`config.mk`:
```
export PLATFORM = sky130hd
export DESIGN_NAME = adder_seq_n
export DESIGN_NICKNAME = d
export VERILOG_FILES = /design/src/rtl/adder_seq_n.sv
export SDC_FILE = /design/constraint.sdc
export NUM_CORES = 1
export LEC_CHECK = 0
export CELL_PAD_IN_SITES_DETAIL_PLACEMENT = 0
export CELL_PAD_IN_SITES_GLOBAL_PLACEMENT = 1
export CORE_UTILIZATION = 40
export DETAILED_ROUTE_END_ITERATION = 7
export HOLD_SLACK_MARGIN = 0.12
export PLACE_DENSITY = 0.82
export SLEW_MARGIN = 5
export SYNTH_ARGS = -nofsm -noshare
export SYNTH_HDL_FRONTEND = slang
export SYNTH_SLANG_ARGS = --single-unit
```
`constraint.sdc`:
```
create_clock -name clk -period 6.5 [get_ports clk]
set_input_delay 1.3 -clock clk [delete_from_list [all_inputs] [get_ports clk]]
set_output_delay 1.3 -clock clk [all_outputs]
set_load 0.01 [all_outputs]
```
`src/rtl/adder_seq_n.sv`:
```
// Sequential N-bit adder/subtractor: W bits per clock through one adder_n slice,
// with a start/done handshake and carry, signed-overflow and zero flags.

module adder_n #(
    parameter int N = 8
) (
    input  logic [N-1:0] a,
    input  logic [N-1:0] b,
    input  logic         c_in,
    output logic [N-1:0] sum,
    output logic         c_out
);
    assign {c_out, sum} = {1'b0, a} + {1'b0, b} + {{N{1'b0}}, c_in};
endmodule

module adder_seq_n #(
    parameter int N = 32,
    parameter int W = 8
) (
    input  logic         clk,
    input  logic         rst,
    input  logic         start,
    input  logic         sub,
    input  logic [N-1:0] a,
    input  logic [N-1:0] b,
    input  logic         c_in,
    output logic         busy,
    output logic         done,
    output logic [N-1:0] sum,
    output logic         c_out,
    output logic         overflow,
    output logic         zero
);
    localparam int K  = N / W;
    localparam int CW = (K > 1) ? $clog2(K) : 1;

    generate
        if ((N % W) != 0) begin : g_bad_cfg
            $error("adder_seq_n: N must be a multiple of W");
        end
    endgenerate

    typedef enum logic [1:0] {S_IDLE, S_RUN, S_DONE} state_t;

    state_t          state_reg, state_next;
    logic [CW-1:0]   cnt_reg;
    logic [N-1:0]    a_reg, b_reg;
    logic            carry_reg;
    logic [N-1:0]    sum_reg, sum_next;
    logic            busy_reg, done_reg;
    logic            c_out_reg, overflow_reg, zero_reg;

    logic [W-1:0]    a_chunks [K];
    logic [W-1:0]    b_chunks [K];
    logic [W-1:0]    a_chunk, b_chunk, slice_sum;
    logic            slice_c;
    logic            last_chunk;

    generate
        for (genvar gi = 0; gi < K; gi++) begin : g_chunk
            assign a_chunks[gi] = a_reg[gi*W +: W];
            assign b_chunks[gi] = b_reg[gi*W +: W];
        end
    endgenerate

    adder_n #(.N(W)) u_slice (
        .a     (a_chunk),
        .b     (b_chunk),
        .c_in  (carry_reg),
        .sum   (slice_sum),
        .c_out (slice_c)
    );

    assign last_chunk = (cnt_reg == CW'(K - 1));

    // Chunk select and the merged result with the current chunk dropped in,
    // so the zero flag can be taken from the complete word on the final edge.
    always_comb begin
        a_chunk  = '0;
        b_chunk  = '0;
        sum_next = sum_reg;
        for (int k = 0; k < K; k++) begin
            if (cnt_reg == CW'(k)) begin
                a_chunk             = a_chunks[k];
                b_chunk             = b_chunks[k];
                sum_next[k*W +: W]  = slice_sum;
            end
        end
    end

    always_comb begin
        state_next = state_reg;
        case (state_reg)
            S_IDLE:  if (start) state_next = S_RUN;
            S_RUN:   if (last_chunk) state_next = S_DONE;
            S_DONE:  state_next = S_IDLE;
            default: state_next = S_IDLE;
        endcase
    end

    always_ff @(posedge clk) begin
        if (rst) begin
            state_reg    <= S_IDLE;
            cnt_reg      <= '0;
            a_reg        <= '0;
            b_reg        <= '0;
            carry_reg    <= 1'b0;
            sum_reg      <= '0;
            busy_reg     <= 1'b0;
            done_reg     <= 1'b0;
            c_out_reg    <= 1'b0;
            overflow_reg <= 1'b0;
            zero_reg     <= 1'b0;
        end else begin
            state_reg <= state_next;
            busy_reg  <= (state_next == S_RUN);
            done_reg  <= (state_next == S_DONE);
            case (state_reg)
                S_IDLE: begin
                    if (start) begin
                        a_reg     <= a;
                        b_reg     <= sub ? ~b : b;
                        carry_reg <= sub ? 1'b1 : c_in;
                        cnt_reg   <= '0;
                    end
                end
                S_RUN: begin
                    sum_reg   <= sum_next;
                    carry_reg <= slice_c;
                    cnt_reg   <= cnt_reg + CW'(1);
                    if (last_chunk) begin
                        c_out_reg    <= slice_c;
                        overflow_reg <= (a_reg[N-1] == b_reg[N-1]) &&
                                        (sum_next[N-1] != a_reg[N-1]);
                        zero_reg     <= (sum_next == '0);
                    end
                end
                default: ;
            endcase
        end
    end

    assign busy     = busy_reg;
    assign done     = done_reg;
    assign sum      = sum_reg;
    assign c_out    = c_out_reg;
    assign overflow = overflow_reg;
    assign zero     = zero_reg;

endmodule

```
Word level (Yosys, flattened, before mapping)
Index checks and enable logic that the tools add are counted.
{ "word_totals": {"register_bits": 106, "wordCells": 53, "in_bits": 69} }
{ "classes": {"muxes": 21, "n_eq_ne": 9, "n_reduce_logical": 8, "bitwise_logic": 1, "add_sub_neg": 3} }
{ "ops": {"columns": ["op", "n"], "rows": [
  ["two-way mux 8 bit", 12],
  ["logical NOT 32 bit", 1],
  ["two-way mux 32 bit", 1],
  ["inverter 32 bit", 1],
  ["adder 8 x 8 -> 9 bit", 1],
  ["adder 9 x 1 -> 9 bit", 1],
  ["one-hot mux 2 bit (2 select lines)", 2],
  ["equality test 2 x 1 -> 1 bit, second input constant", 3],
  ["equality test 2 bit, second input constant", 3],
  ["two-way mux 2 bit", 3],
  ["AND reduction 2 bit", 3],
  ["logical NOT 2 bit", 2],
  ["adder 2 x 1 -> 2 bit, second input constant", 1],
  ["two-way mux 1 bit", 2],
  ["inequality test 2 bit, second input constant", 1],
  ["one-hot mux 1 bit (2 select lines)", 1],
  ["nonzero test 2 bit", 1],
  ["equality test 1 bit", 1],
  ["logical AND 1 bit", 1],
  ["inequality test 1 bit", 1]
]} }

Depth between registers and ports, before layout
Gate-level depths: netlist (run 1).
{ "logic_depth": {"depth_word": 10, "ltp_mapped": 17, "depth_no_buf": 16} }

Hierarchy
Synthesis (run 1) repeated with hierarchy kept, for this count alone.
{ "hier_totals": {"cells_unflattened": 628, "hier_area_um2": 5067.4} }
{ "modules_own_cells": {"columns": ["module", "cells_per_inst", "n_inst", "area_each_um2", "seq_area_each_um2"], "rows": [
  ["adder_seq_n", 588, 1, 4735.8, 2122.0],
  ["adder_n", 40, 1, 331.6, 0.0]
]} }

Least setup slack after synthesis (run 1)
No wires, ideal clock.
{ "synth_path": {"path_type": "reg2reg", "startpoint": "reg cnt_reg[0]", "endpoint": "reg zero_reg, in the netlist zero", "path_slack_ns": 2.981, "t_arrival_ns": 3.450, "synth_period_minus_slack_ns": 3.519, "stages_incl_launch_ff": 16, "cell_sequence": "dfxtp_1 -> inv_1 -> ha_1 -> clkbuf_1 -> clkbuf_1 -> nor2_1 -> a21oi_1 -> o21ai_0 -> fa_1 -> fa_1 -> a211oi_2 -> nor2_1 -> o21ai_0 -> a22oi_2 -> or4_1 -> o21ai_1"} }
{ "synth_between": {"elab_chain_len": 9} }
{ "synth_rtl": {"columns": ["item", "line", "rtl"], "rows": [
  ["start: declaration", "46", "logic [CW-1:0] cnt_reg;"],
  ["start signal: assignment", "130", "cnt_reg <= cnt_reg + CW'(1);"],
  ["logical NOT 2 bit", "83", "if (cnt_reg == CW'(k)) begin"],
  ["two-way mux 8 bit (4 in a row)", "83", null],
  ["adder 8 x 8 -> 9 bit", "13", "assign {c_out, sum} = {1'b0, a} + {1'b0, b} + {{N{1'b0}}, c_in};"],
  ["adder 9 x 1 -> 9 bit", "13", null],
  ["two-way mux 8 bit", "83", null],
  ["logical NOT 32 bit", "135", "zero_reg <= (sum_next == '0);"],
  ["end signal: assignment", "135", null],
  ["end: declaration", "51", "logic c_out_reg, overflow_reg, zero_reg;"]
]} }
Several ways; a longest one is shown, not always the timed one.
A chain may end at the register's enable or synchronous reset.

Worst setup path after layout (run 1)
Same ends and word-level chain as after synthesis.

==> results of run 1 <==
synthesized netlist by cell type, types with 3 or more instances:
cell type | number | area [sq um]
nor3_1 | 4 | 20.0
inv_1 | 4 | 15.0
dfxtp_1 | 106 | 2120
a21oi_1 | 100 | 500
buf_1 | 4 | 15.0
and2_1 | 5 | 31.3
or3_1 | 3 | 18.8
nor4_1 | 4 | 25.0
ha_1 | 11 | 138
buf_2 | 5 | 25.0
o21ai_1 | 3 | 15.0
a211oi_1 | 36 | 270
a21o_1 | 3 | 22.5
o21ai_0 | 21 | 105
xnor2_1 | 36 | 315
nor2_1 | 81 | 304
nand2_1 | 167 | 627
clkbuf_1 | 39 | 146
routing by layer:
layer	wire length, microns	GRT usage	vias to the layer above	share of wire
li1	-	-	2349	-
met1	5800	0.258	2073	0.46
met2	6120	0.356	110	0.49
met3	522	0.0420	14	0.041
met4	155	0.0579	0	0.012
met5	0	0	-	0
area by class of cell:
| cell class | instances | area, sq um |
|---|---|---|
| flip-flops and latches | 106 | 2120 |
| fillers | 1178 | 5680 |
| inverters | 4 | 15.0 |
| clock inverters | 4 | 75.1 |
| repair buffers | 109 | 1070 |
| multi-input cells | 501 | 2640 |
| well taps | 168 | 210 |
| clock buffers | 12 | 246 |
stage by stage:
step           hold slack, ps  setup WS (ps)  total power [mW]
4_1_cts                   456           2490              1.61
6_report                  453           2480              1.60
3_5_place_dp              447           2530              1.03
5_1_grt                   475           2100              1.67
3_3_place_gp              444           2660              1.02
2_1_floorplan             437           2980             0.916
critical path, cell delays in order (launching register included):
cell and delay [ps]:
dfxtp_1 360, inv_1 100, ha_1 490, nand2_1 180, nor2_1 50, a21oi_1 140
nor2_1 50, a21oi_1 110, o21ai_0 120, fa_1 510, fa_1 470, a211oi_2 290
nor2_1 70, o21ai_0 180, a22oi_2 140, or4_1 550, o21ai_1 130
final timing paths:
kind,endpoint,slack (ps),cells past startpoint
setup reg to reg,zero$_SDFFE_PP0P_,2480,16
hold reg to reg,sum[29]$_SDFFE_PP0P_,450,2
setup / recovery,zero$_SDFFE_PP0P_,2480,16
hold / removal,sum[29]$_SDFFE_PP0P_,450,2
placed cells by master (no fill, tap or decap), types with 3 or more instances in the layout:
cell type          n
o21ai_0           21
buf_4              4
dfxtp_1          106
or3_1              3
clkbuf_16          9
o21ai_1            3
nand2_1          167
inv_1              4
a21o_1             3
nor3_1             4
and2_1             4
clkdlybuf4s50_1  103
a21oi_1          100
a211oi_1          36
nor2_1            81
nor4_1             4
xnor2_1           36
ha_1              11
cells by family after synthesis:
logic type,count (synthesis),share of synthesized area
AND/OR/NAND/NOR,275,0.221
flip-flops,106,0.426
AO/OA/AOI/OAI,175,0.204
XOR/XNOR,38,0.0683
buffers and inverters,54,0.0447
adder cells (fa/ha/maj),13,0.0357
power by group through the flow:
stage / clock network, mW / logic [mW] / registers [mW]
finish: 0.580 / 0.303 / 0.712
global route: 0.619 / 0.339 / 0.716
CTS: 0.591 / 0.305 / 0.712
detailed placement: 0 / 0.304 / 0.727
global placement: 0 / 0.296 / 0.727
floorplan: 0 / 0.195 / 0.721
==> flow_summary.ini, run 1 <==
[placement]
port_buffers = 105
place_area_sq_um = 6060
detailed_place_hpwl_mm = 9.20
dp.cells = 888
gp_congestion = 0.862

[power_and_ir_drop]
p_sw_mw = 0.428
powerDensity_nw_per_um2 = 250
pwr-share-comb = 0.190
ir_drop_uv = 159
power.leakage_nw = 2.30
p_seq_frac = 0.446
power.share.clock = 0.364
p_sw_frac = 0.268
p_int_mw = 1.17

[sta]
rsz0062_at_grt = no
setup_viol = 0
finalCritPeriodShare = 0.618
hold_viol_final = 0
slew_viol_final = 0
fin_crit_ps = 4020
tightest_slew_ps = 1080
clock_skew_ps = 5.48
tns_ps = 0
relSlewSlack = 0.278
fmax_mhz = 249

[yosys]
ys_ff_latch = 106
synth_area_per_cell_sq_um = 7.54
synth_flop_cell = dfxtp_1
syn_nets = 743
ys_seq_area_frac = 0.426
synth_cells = 661
synth-edff-count = 0
ys_warn_count = 0
syn_area_sq_um = 4980
ys_types = 41
ys_async_sr_fraction = 0

[route]
routed_wirelength_mm = 12.6
first_pass_iters = 4
wl_per_cell_microns = 13.9
vias_per_cell = 5.03
drt_iter0_drc = 293
ant_nets = 0
drc = 0
num_vias = 4546

[cells_and_area]
syn_to_final_growth_pct = 28.0
final_cells = 904
antenna_cells = 0
nNetsFinal = 813
final_area_sq_um = 6380
drive_above_1_share = 0.0367
final_util = 0.529

[floorplan]
die_y_microns = 114
rows = 40
die-width_microns = 114
coreArea_sq_um = 12100
initial_core_util = 0.413
io_pins = 106
die_area_sq_um = 12900

[cts]
cts_tree = built
clk_path_buf_depth = 2
clk_transition_reported_paths_ps = 70
cts_root_buf = clkbuf_16
cts_inserted_buffers = 9
numClockSinks = 106
clk_latency_ps = 340
post_cts_buffers = 0
cts-hold-fix-buffers = 0
cts.htree.levels = 3
ctsResizeCount = 0

[critical_path]
crit_path_start = cnt_reg[0]$_SDFFE_PP0P_
crit_required_ps = 6780
start_kind = register
worstReg2RegStart = cnt_reg[0]$_SDFFE_PP0P_
cp_max_fo = 23
critPathArrivalTime_ps = 4300
worst-setup-path-type = register to register
end_kind = register

[global_route]
grt_pass1_wl_mm = 21.0
grt_overflow_total = 0
grt_pass1_vias = 4408
antenna_found_initial = 0
grt_max_degree = 61
gr-usage-all-layers = 0.205

[flow_run]
maxCapViolCount = 0

[worst_hold_path]
hold_path.class = register to register
hp-start = sum[29]$_SDFFE_PP0P_

[run_status]
status = finished clean
Note: power is estimated with default switching activity, not from simulation.
==> run 2, diff against run 1 <==
- CORE_UTILIZATION: 40 -> 37
- PLACE_DENSITY: 0.82 -> 0.76
- clock period: 6.5 -> 3.8 ns (I/O delays scaled with it)
==> flow_summary.ini, run 2 (synthesis gave the netlist of run 1 again) <==
[sta]
hold_viol_final = 0
clock_skew_ps = 11.3
tns_ps = 0
relSlewSlack = 0.253
rsz0062_at_grt = no
finalCritPeriodShare = 0.904
fmax_mhz = 291
fin_crit_ps = 3440
slew_viol_final = 0
tightest_slew_ps = 1120
setup_viol = 0

[critical_path]
r2r_setup_slack_ps = 360
cp_max_fo = 7
worst-setup-path-type = register to register
end_kind = register
crit_required_ps = 4080
start_kind = register
reg2reg_depth = 15
critPathArrivalTime_ps = 3710
worstReg2RegStart = cnt_reg[1]$_SDFFE_PP0P_
timing.rr.end = zero$_SDFFE_PP0P_

[cells_and_area]
layout.cells.most_common = nand2_1
drive_above_1_share = 0.0523
final_cells = 922
nNetsFinal = 823
final_util = 0.489
final_cell_mix = nand2_1, dfxtp_1, clkdlybuf4s50_1
syn_to_final_growth_pct = 29.5
antenna_cells = 0
final_area_sq_um = 6450

[flow_run]
maxCapViolCount = 0

[floorplan]
die_y_microns = 118
die-width_microns = 118
io_pins = 106
die_area_sq_um = 13900
initial_core_util = 0.378
rows = 42
coreArea_sq_um = 13200

[route]
routed_wirelength_mm = 12.8
vias_per_cell = 4.93
drt_iter0_drc = 287
first_pass_iters = 4
ant_nets = 0
num_vias = 4550
wl_per_cell_microns = 13.9
drc = 0

[cts]
clk_transition_reported_paths_ps = 70
cts_tree = built
clk_latency_ps = 350
cts.htree.levels = 3
cts-hold-fix-buffers = 0
numClockSinks = 106
cts_inserted_buffers = 9
cts_root_buf = clkbuf_16
clk_path_buf_depth = 2

[global_route]
antenna_found_initial = 0
grt_pass1_vias = 4335
grt_max_degree = 73
grt_pass1_wl_mm = 21.1
grt_overflow_total = 0
gr-usage-all-layers = 0.189

[power_and_ir_drop]
power.leakage_nw = 2.34
report.power.total_mw = 2.68
ir_drop_uv = 200
powerDensity_nw_per_um2 = 415

[placement]
place_area_sq_um = 6160
detailed_place_hpwl_mm = 9.47
dp.cells = 906
gp_congestion = 0.835
port_buffers = 105

[worst_hold_path]
hp-start = sum[31]$_SDFFE_PP0P_
hold_path.class = register to register
whs_path_depth = 2
hold_end = sum[31]$_SDFFE_PP0P_

[run_status]
status = finished clean
## run 2: layout make-up
type                       count  area, sq um
clock inverter                 4         51.3
fill                        1338         6740
sequential                   106         2120
timing repair buffer         119         1160
multi-input combinational    501         2650
clock buffer                  12          236
inverter                       4         15.0
tap                          176          220
## run 2: per-layer routing
metal,global-route usage,vias to the layer above,wire length [microns]
li1,-,2373,-
met1,0.249,2057,6210
met2,0.310,102,5900
met3,0.0271,18,428
met4,0.0737,0,241
met5,0,-,0
## run 2: worst max-delay path by stage
stage / startpoint / end / slack, ps / cells after the start
3_5_place_dp: cnt_reg[0]$_SDFFE_PP0P_ / zero$_SDFFE_PP0P_ / 180 / 16
5_1_grt: cnt_reg[1]$_SDFFE_PP0P_ / zero$_SDFFE_PP0P_ / 10 / 15
6_report: cnt_reg[1]$_SDFFE_PP0P_ / zero$_SDFFE_PP0P_ / 360 / 15
2_1_floorplan: cnt_reg[0]$_SDFFE_PP0P_ / zero$_SDFFE_PP0P_ / 280 / 15
4_1_cts: cnt_reg[0]$_SDFFE_PP0P_ / zero$_SDFFE_PP0P_ / 130 / 16
3_3_place_gp: cnt_reg[0]$_SDFFE_PP0P_ / zero$_SDFFE_PP0P_ / 290 / 16
## run 2: stage by stage
step / hold WS [ps] / setup slack (ps)
global route: 479 / 13.7
CTS: 461 / 131
floorplan: 437 / 281
finish: 459 / 363
detailed placement: 452 / 178
global placement: 449 / 294
## run 2: timing repair
action | 4_1_cts | 5_1_grt
resized for setup | 0 | 4
setup endpoints to repair | 0 | 1
setup buffers | 0 | 0
## run 2: worst max-delay path, cell delays in order, from the launching register on
cell	delay (ps)
dfxtp_1	330
inv_1	110
ha_1	320
nor2_1	80
a21oi_1	150
nor2_1	60
a21oi_1	110
o21ai_0	130
fa_2	420
fa_2	390
a211oi_2	260
nor2_1	70
o21ai_1	160
a22oi_2	120
or4_1	530
o21ai_1	140
## run 2: power by group
part | total, mW | leakage [nW] | internal, mW | switching [mW]
Sequential | 1.22 | 0.868 | 1.18 | 0.0409
Clock | 0.923 | 0.137 | 0.513 | 0.409
Combinational | 0.536 | 1.33 | 0.240 | 0.296
Total | 2.68 | 2.34 | 1.93 | 0.746
